<file path="src/rtl/cfg_lut_pkg.sv">
// Shared definitions for the configurable LUT: loader state encoding and defaults.
package cfg_lut_pkg;

   typedef enum logic [1:0] {
      IDLE   = 2'd0,
      LOAD   = 2'd1,
      COMMIT = 2'd2
   } state_e;

   localparam int TIMEOUT_DEFAULT = 16;

endpackage

</file>
<file path="src/rtl/cfg_lut_if.sv">
// Lookup and serial-configuration signals of cfg_lut, bundled for port connection.
interface cfg_lut_if #(
   parameter int N = 2
);
   logic [N-1:0] in;
   logic         s;
   logic         cfg_start;
   logic         cfg_valid;
   logic         cfg_bit;
   logic         cfg_busy;
   logic         cfg_done;
   logic         cfg_err;

   modport master (
      output in, cfg_start, cfg_valid, cfg_bit,
      input  s, cfg_busy, cfg_done, cfg_err
   );

   modport slave (
      input  in, cfg_start, cfg_valid, cfg_bit,
      output s, cfg_busy, cfg_done, cfg_err
   );
endinterface

</file>
<file path="src/rtl/cfg_lut_loader.sv">
// Serial truth-table load sequencer: counts incoming bits, watches for idle timeout,
// and emits write / commit / abort strobes for the table storage in the top level.
module cfg_lut_loader
   import cfg_lut_pkg::*;
#(
   parameter int N       = 2,
   parameter int TIMEOUT = TIMEOUT_DEFAULT
) (
   input  logic         clk,
   input  logic         rst,
   input  logic         cfg_start_i,
   input  logic         cfg_valid_i,
   output logic         wr_en_o,
   output logic [N-1:0] wr_idx_o,
   output logic         commit_o,
   output logic         abort_o,
   output logic         busy_o,
   output logic         err_o
);

   localparam int         TW   = $clog2(TIMEOUT + 1);
   localparam logic [N:0] LAST = (N + 1)'((1 << N) - 1);

   state_e        state_q;
   logic [N:0]    cnt_q;
   logic [TW-1:0] tmo_q;
   logic [TW-1:0] tmo_d;
   logic          done_q;
   logic          err_q;
   logic          busy_q;

   // A start inside LOAD restarts the load, so it masks a coincident data bit.
   always_comb begin
      wr_en_o  = (state_q == LOAD) && !cfg_start_i && cfg_valid_i;
      wr_idx_o = cnt_q[N-1:0];
      abort_o  = (state_q == LOAD) && !cfg_start_i && !cfg_valid_i &&
                 ((int'(tmo_q) + 1) >= TIMEOUT);
      tmo_d    = (int'(tmo_q) >= TIMEOUT) ? tmo_q : tmo_q + 1'b1;
   end

   always_ff @(posedge clk) begin
      if (rst) begin
         state_q <= IDLE;
         cnt_q   <= '0;
         tmo_q   <= '0;
         done_q  <= 1'b0;
         err_q   <= 1'b0;
         busy_q  <= 1'b0;
      end else begin
         done_q <= 1'b0;
         err_q  <= 1'b0;
         case (state_q)
            IDLE: begin
               if (cfg_start_i) begin
                  state_q <= LOAD;
                  cnt_q   <= '0;
                  tmo_q   <= '0;
                  busy_q  <= 1'b1;
               end
            end
            LOAD: begin
               if (cfg_start_i) begin
                  cnt_q <= '0;
                  tmo_q <= '0;
               end else if (cfg_valid_i) begin
                  cnt_q <= cnt_q + 1'b1;
                  tmo_q <= '0;
                  if (cnt_q == LAST) begin
                     state_q <= COMMIT;
                     done_q  <= 1'b1;
                  end
               end else begin
                  tmo_q <= tmo_d;
                  if (abort_o) begin
                     state_q <= IDLE;
                     err_q   <= 1'b1;
                     busy_q  <= 1'b0;
                  end
               end
            end
            COMMIT: begin
               state_q <= IDLE;
               busy_q  <= 1'b0;
            end
            default: begin
               state_q <= IDLE;
               busy_q  <= 1'b0;
            end
         endcase
      end
   end

   assign commit_o = done_q;
   assign busy_o   = busy_q;
   assign err_o    = err_q;

endmodule

</file>
<file path="src/rtl/cfg_lut.sv">
// Run-time reconfigurable N-input LUT with a registered output and a shadow table
// that is filled serially and swapped in atomically once a load completes.
module cfg_lut
   import cfg_lut_pkg::*;
#(
   parameter int              N       = 2,
   parameter logic [2**N-1:0] INIT    = {1'b1, {(2**N-1){1'b0}}},
   parameter int              TIMEOUT = TIMEOUT_DEFAULT
) (
   input logic      clk,
   input logic      rst,
   cfg_lut_if.slave bus
);

   logic [2**N-1:0] active_q;
   logic [2**N-1:0] shadow_q;
   logic            s_q;

   logic            wr_en;
   logic [N-1:0]    wr_idx;
   logic            commit;
   logic            abort;
   logic            busy;
   logic            err;

   cfg_lut_loader #(
      .N       (N),
      .TIMEOUT (TIMEOUT)
   ) u_loader (
      .clk         (clk),
      .rst         (rst),
      .cfg_start_i (bus.cfg_start),
      .cfg_valid_i (bus.cfg_valid),
      .wr_en_o     (wr_en),
      .wr_idx_o    (wr_idx),
      .commit_o    (commit),
      .abort_o     (abort),
      .busy_o      (busy),
      .err_o       (err)
   );

   // The lookup reads the pre-commit table on the commit edge, so the new
   // table is first seen by the address presented in the following cycle.
   always_ff @(posedge clk) begin
      if (rst) begin
         active_q <= INIT;
         shadow_q <= '0;
         s_q      <= 1'b0;
      end else begin
         s_q <= active_q[bus.in];
         if (wr_en) begin
            shadow_q[wr_idx] <= bus.cfg_bit;
         end
         if (abort) begin
            shadow_q <= '0;
         end
         if (commit) begin
            active_q <= shadow_q;
         end
      end
   end

   assign bus.s        = s_q;
   assign bus.cfg_busy = busy;
   assign bus.cfg_done = commit;
   assign bus.cfg_err  = err;

endmodule

</file>
<file path="src/flat_wrapper.sv">
// flat-port wrapper written by rule: the top's interface ports become plain ports
module cfg_lut_flat import cfg_lut_pkg::*;
#(
   parameter int              N       = 2,
   parameter logic [2**N-1:0] INIT    = {1'b1, {(2**N-1){1'b0}}},
   parameter int              TIMEOUT = TIMEOUT_DEFAULT
)
  (clk, rst, bus_in, bus_cfg_start, bus_cfg_valid, bus_cfg_bit, bus_s, bus_cfg_busy, bus_cfg_done, bus_cfg_err);
  cfg_lut_if #(.N(N)) bus_i ();
  input logic clk;
  input logic rst;
  input wire logic [$bits(bus_i.in)-1:0] bus_in;
  input wire logic [$bits(bus_i.cfg_start)-1:0] bus_cfg_start;
  input wire logic [$bits(bus_i.cfg_valid)-1:0] bus_cfg_valid;
  input wire logic [$bits(bus_i.cfg_bit)-1:0] bus_cfg_bit;
  output wire logic [$bits(bus_i.s)-1:0] bus_s;
  output wire logic [$bits(bus_i.cfg_busy)-1:0] bus_cfg_busy;
  output wire logic [$bits(bus_i.cfg_done)-1:0] bus_cfg_done;
  output wire logic [$bits(bus_i.cfg_err)-1:0] bus_cfg_err;
  assign bus_i.in = bus_in;
  assign bus_i.cfg_start = bus_cfg_start;
  assign bus_i.cfg_valid = bus_cfg_valid;
  assign bus_i.cfg_bit = bus_cfg_bit;
  assign bus_s = bus_i.s;
  assign bus_cfg_busy = bus_i.cfg_busy;
  assign bus_cfg_done = bus_i.cfg_done;
  assign bus_cfg_err = bus_i.cfg_err;
  cfg_lut #(.N(N), .INIT(INIT), .TIMEOUT(TIMEOUT)) u_core (.clk(clk), .rst(rst), .bus(bus_i));
endmodule
</file>
<file path="config.mk">
export PLATFORM = sky130hd
export DESIGN_NAME = cfg_lut_flat
export DESIGN_NICKNAME = d
export VERILOG_FILES = /design/src/rtl/cfg_lut_pkg.sv /design/src/rtl/cfg_lut_if.sv /design/src/rtl/cfg_lut_loader.sv /design/src/rtl/cfg_lut.sv /design/src/flat_wrapper.sv
export SDC_FILE = /design/constraint.sdc
export NUM_CORES = 1
export LEC_CHECK = 0
export CAP_MARGIN = 20
export CORE_AREA = 2 2 52 54
export DETAILED_ROUTE_END_ITERATION = 6
export DIE_AREA = 0 0 54 56
export GPL_ROUTABILITY_DRIVEN = 0
export SETUP_SLACK_MARGIN = 0.05
export SYNTH_ARGS = -nofsm -noshare
export SYNTH_HDL_FRONTEND = slang
export SYNTH_SLANG_ARGS = --single-unit
</file>
<file path="constraint.sdc">
create_clock -name clk -period 2.6 [get_ports clk]
set_input_delay 0.52 -clock clk [delete_from_list [all_inputs] [get_ports clk]]
set_output_delay 0.52 -clock clk [all_outputs]
set_load 0.02 [all_outputs]
</file>
# Word-level counts from Yosys, hierarchy flattened
# Index checks and enable logic that the tools add are counted.
[word_totals]
regBits = 22
[classes]
addsub = 3
magnitude_cmp = 5
n_eq_ne = 10
n_mux = 27
bitwise_logic = 2
reduce_logical = 16
[op_table]
columns = ["op", "n"]
rows = [
  ["5-bit two-way mux", 4],
  ["2-bit two-way mux", 5],
  ["5-bit one-hot mux with 2 select lines", 1],
  ["3-bit two-way mux", 3],
  ["1-bit two-way mux", 8],
  ["4-bit AND reduction", 2],
  ["4-bit OR reduction", 2],
  ["5-bit by 1-bit adder with 6-bit output, second input constant", 1],
  ["6-bit by 5-bit >= comparator with 1-bit output, second input constant", 1],
  ["2-bit by 3-bit < comparator with 1-bit output, second input constant", 2],
  ["2-bit != test, second input constant", 3],
  ["3-bit by 2-bit != test with 1-bit output, second input constant", 2],
  ["3-bit one-hot mux with 2 select lines", 1],
  ["3-bit AND reduction", 2],
  ["5-bit by 1-bit adder with 5-bit output, second input constant", 1],
  ["5-bit >= comparator, second input constant", 1],
  ["1-bit logical AND", 5],
  ["4-bit bitwise mux", 1],
  ["4-bit != test, second input constant", 1],
  ["2-bit one-hot mux with 2 select lines", 1],
  ["3-bit by 1-bit adder with 3-bit output, second input constant", 1],
  ["3-bit by 2-bit equality test with 1-bit output, second input constant", 1],
  ["3-bit != test, second input constant", 1],
  ["1-bit binary-select mux with 2-bit select", 1],
  ["10 further kinds", 12],
]

# Logic depth before layout (Yosys ltp)
[logic_depth]
depth_word = 8
depth_mapped = 5
ltp_nobuf = 5

# Hierarchy
# From an unflattened synthesis, not the netlist that was laid out.
[hier_totals]
cells_unflattened = 104
hier_area_um2 = 1042.2
[modules_own_cells]
columns = ["mod", "instances", "cells_each", "area_each_um2", "seq_area_each_um2"]
rows = [
  ["cfg_lut_loader", 1, 70, 646.9, 260.2],
  ["cfg_lut", 1, 34, 395.4, 180.2],
]

# Least setup slack after synthesis
# OpenSTA, ideal clock, no wires.
[synth_timing]
kind = "in2reg"
start = "input port bus_cfg_start"
end = "register u_core.u_loader.tmo_q[2]"
setup_ps = 88
t_arrival_ps = 1462
path_slack_ps = 1050
stages = 3
path_buffers = 0
cell_sequence = "or4b_4 > a21o_1 > a311oi_2"
[synth_between]
elab_chain_cells = 2
word_cells_on_any_way = 5
classes_between = "eq/ne: 2; mux: 2; reduce/logical: 1"
[synth_rtl]
columns = ["element", "line", "text"]
rows = [
  ["start: declaration", "flat_wrapper.sv:13", "input wire logic [$bits(bus_i.cfg_start)-1:0] bus_cfg_start;"],
  ["4-bit != test (no source line), or another cell as far along", "-", ""],
  ["3-bit AND reduction (no source line) / 5-bit one-hot mux with 2 select lines (equally long branches)", "-", ""],
  ["end signal: assignment", "cfg_lut_loader.sv:73", "tmo_q <= tmo_d;"],
  ["end: declaration", "cfg_lut_loader.sv:26", "logic [TW-1:0] tmo_q;"],
]
# Parallel ways exist; a longest one is shown, timed or not.
# A chain may end at the register's enable or synchronous reset.

# Final worst setup path
[layout_timing]
start = "register u_core.u_loader.done_q (netlist: u_core.u_loader.commit_o)"
end = "output port bus_cfg_done"
[layout_lines]
columns = ["element", "line", "text"]
rows = [
  ["start: declaration", "cfg_lut_loader.sv:28", "logic done_q;"],
  ["start signal: assignment", "cfg_lut_loader.sv:46", "done_q <= 1'b0;"],
  ["start signal: assignment", "cfg_lut_loader.sv:50", "done_q <= 1'b0;"],
  ["start signal: assignment", "cfg_lut_loader.sv:70", "done_q <= 1'b1;"],
  ["end: declaration", "flat_wrapper.sv:18", "output wire logic [$bits(bus_i.cfg_done)-1:0] bus_cfg_done;"],
]
# No word-level cell between the ends.

==> results.toml <==
[status]
run_status = "finished clean"

[drt]
detail_route.wl_per_cell_um = 12.3
total_wire_length_um = 1800
num_vias = 793
post_drt_via_cell_ratio = 5.43
firstDrtPassIters = 4
ant_nets = 0
drc = 0
drt_iter0_markers = 10

[yosys]
synth_flop_cell = "dfxtp_1"
synth_cells = 105
postSynth.asyncResetShare_pct = 0
synth.top_cells.by_count = "22 x dfxtp_1, 11 x inv_1, 7 x nor2_1"
netlist_area_mm2 = 0.00104
synth_fp_nets = 118
synth_enable_flop_cells = 0
netlist-cell-type-count = 35
synth-seq-area-share_pct = 42.2
synthDominantCellAreaShare_pct = 42.2
yosysMostFrequentCell = "dfxtp_1"
syn-mean-instance-area_um2 = 9.95
synth_seq_cells = 22
ys_warn_count = 0
yosys.area.top_type = "dfxtp_1"
synth.top_cells.by_area = "dfxtp_1 42%, ha_1 7.2%, inv_1 4.0%, mux2i_1 3.8%, a211oi_1 3.6%"

[sta]
timing.final.ws_setup_ns = 0.658
finalCritPeriodShare_pct = 74.7
worst_slew_pin_slew_ns = 0.416
rsz0062_at_grt = "no"
max-slew-margin-rel_pct = 72.2
fin_skew_ns = 0.00264
min_period_ns = 1.94
final_hold_vio_count = 0
setup-tns-final_ns = 0
report.final.slew_viol_count = 0
final-setup-viol-count = 0
clock.fmax_mhz = 515

[global_routing]
overall_track_demand_over_capacity_in_global_routing_pct = 14.1
global_route.overflow_total = 0
first_global_vias = 740
grt_antenna_before_repair = 0
grt_first_pass_wirelength_um = 3220
grt_start_max_net_pins = 17

[critical_path]
timing.critical_path.fanout_max = 6
start_kind = "flop"
timing.setup.critical_path_class = "reg2out"
worst_path_max_delay_cell = "clkdlybuf4s50_1"
timing.critical_path.slowest_cell_delay_ns = 0.65
cp-end-kind = "output port"
critical_path_arrival_ns = 1.42
crit_family = "buffers and inverters"
critical_path.cell_chain = "clkdlybuf4s50_1"
worst_ep_required_time_ns = 2.08
number_of_buffer_and_inverter_stages_on_the_critical_path = 1

[floorplanning]
initial_core_util_pct = 43.0
vertical_extent_of_the_die_um = 56
die_width_um = 54
io-pin-count = 11
floorplan.die_area_mm2 = 0.00302
floorplan.core_area_mm2 = 0.00243
rows = 18

[pwr]
pwr_density_cell_mw_per_mm2 = 459
vdd_drop_max_v = 0.000327
power_mw = 0.551
static_leak_nw = 0.416

[clocking]
cts_root_buffer = "clkbuf_4"
cts.repair.resized = 0
clock_tree.htree_level_count = 1
cts_tree = "done"
tritoncts.num_buffers = 3
cts.sinks = 22
postCtsSetupBuffers = 0
clkSlewWorstSetupHoldPaths_ns = 0.11
cts.hold.buffers_added = 0
clk-insertion-delay-late_ns = 0.30
cts-root-to-sink-buffers = 2

[cells_and_area]
drive_gt1_share_pct = 11.2
nNetsFinal = 131
flow.area_growth_from_synthesis_pct = 15.0
fillcell_total = 234
antenna-diode-count = 0

[place]
placement.io_buffers = 10
post-dp-hpwl_um = 1360
dp_worst_setup_slack_ns = 0.411

[worst_hold_path]
worst_min_delay_path_class = "reg2reg"

[flow_run]
cap_viol_max_count = 0
## logic make-up after synthesis
| kind of cell | synth area share, % |
|---|---|
| buf+inv | 5.03 |
| mux | 5.99 |
| simple gates | 18.0 |
| fa+ha+maj | 7.19 |
| compound gates | 21.7 |
| flops | 42.2 |
## report_power, final
group	total (mW)	internal (mW)	leakage (nW)	switching, mW
clock	0.146	0.0540	0.0138	0.0923
sequential	0.349	0.343	0.178	0.00642
combinational	0.0553	0.0284	0.224	0.0269
total	0.551	0.425	0.416	0.126
## worst paths after layout
path                                                 from                          endpoint  slack (ns)  cells after the start
setup reg to reg  u_core.u_loader.state_q[0]$_SDFFE_PP0P_  u_core.u_loader.err_o$_SDFF_PP0_        1.08                      3
hold / removal            u_core.shadow_q[3]$_SDFFE_PP0P_   u_core.active_q[3]$_SDFFE_PP1P_        0.49                      1
hold reg to reg           u_core.shadow_q[3]$_SDFFE_PP0P_   u_core.active_q[3]$_SDFFE_PP1P_        0.49                      1
setup / recovery      u_core.u_loader.commit_o$_SDFF_PP0_                      bus_cfg_done        0.66                      1
## layer usage
metal	up-vias	track usage, %	routed length, um
li1	408	-	-
met1	371	19.2	878
met2	12	20.4	832
met3	2	4.84	74
met4	0	4.64	12
met5	-	0	0
## sequential cells by signal (all words and copies together), names as in the netlist, 2 cells and up
signal / count
u_core.shadow_q: 4
u_core.u_loader.cnt_q: 3
u_core.active_q: 4
u_core.u_loader.state_q: 2
u_core.u_loader.tmo_q: 5
## final cells by class
type / count / area, um^2 / share of cell area (%)
tap: 30 / 37.5 / 3.13
inverter: 11 / 41.3 / 3.44
clock buffer: 3 / 22.5 / 1.88
timing repair buffer: 11 / 108 / 8.96
multi-input combinational: 69 / 552 / 45.9
sequential: 22 / 440 / 36.7
## placed cells by master, fill, tap and decap left out, types with 2 or more instances in the layout
cell             netlist  routed
o21ai_0                5       5
clkbuf_4               0       3
nor2b_1                3       3
nand2b_1               3       3
ha_1                   6       6
dfxtp_1               22      22
nand3_1                4       4
nor2_1                 7       7
o22ai_1                2       2
a211oi_1               5       5
a31oi_1                2       2
mux2i_1                4       4
clkdlybuf4s50_1        0      10
inv_1                 11      11
a21oi_1                6       6
a21boi_1               2       2
## per-stage QoR
stage | hold slack [ns] | util (%) | cell area [um^2] | instances
floorplan | 0.433 | - | 1040 | 105
global placement | 0.456 | 48.5 | 1180 | 143
detailed placement | 0.463 | 48.5 | 1180 | 143
CTS | 0.490 | 49.4 | 1200 | 146
global route | 0.531 | 49.4 | 1200 | 146
finish | 0.486 | 49.4 | 1200 | 146
No activity file was read; power rests on OpenSTA's default activity.
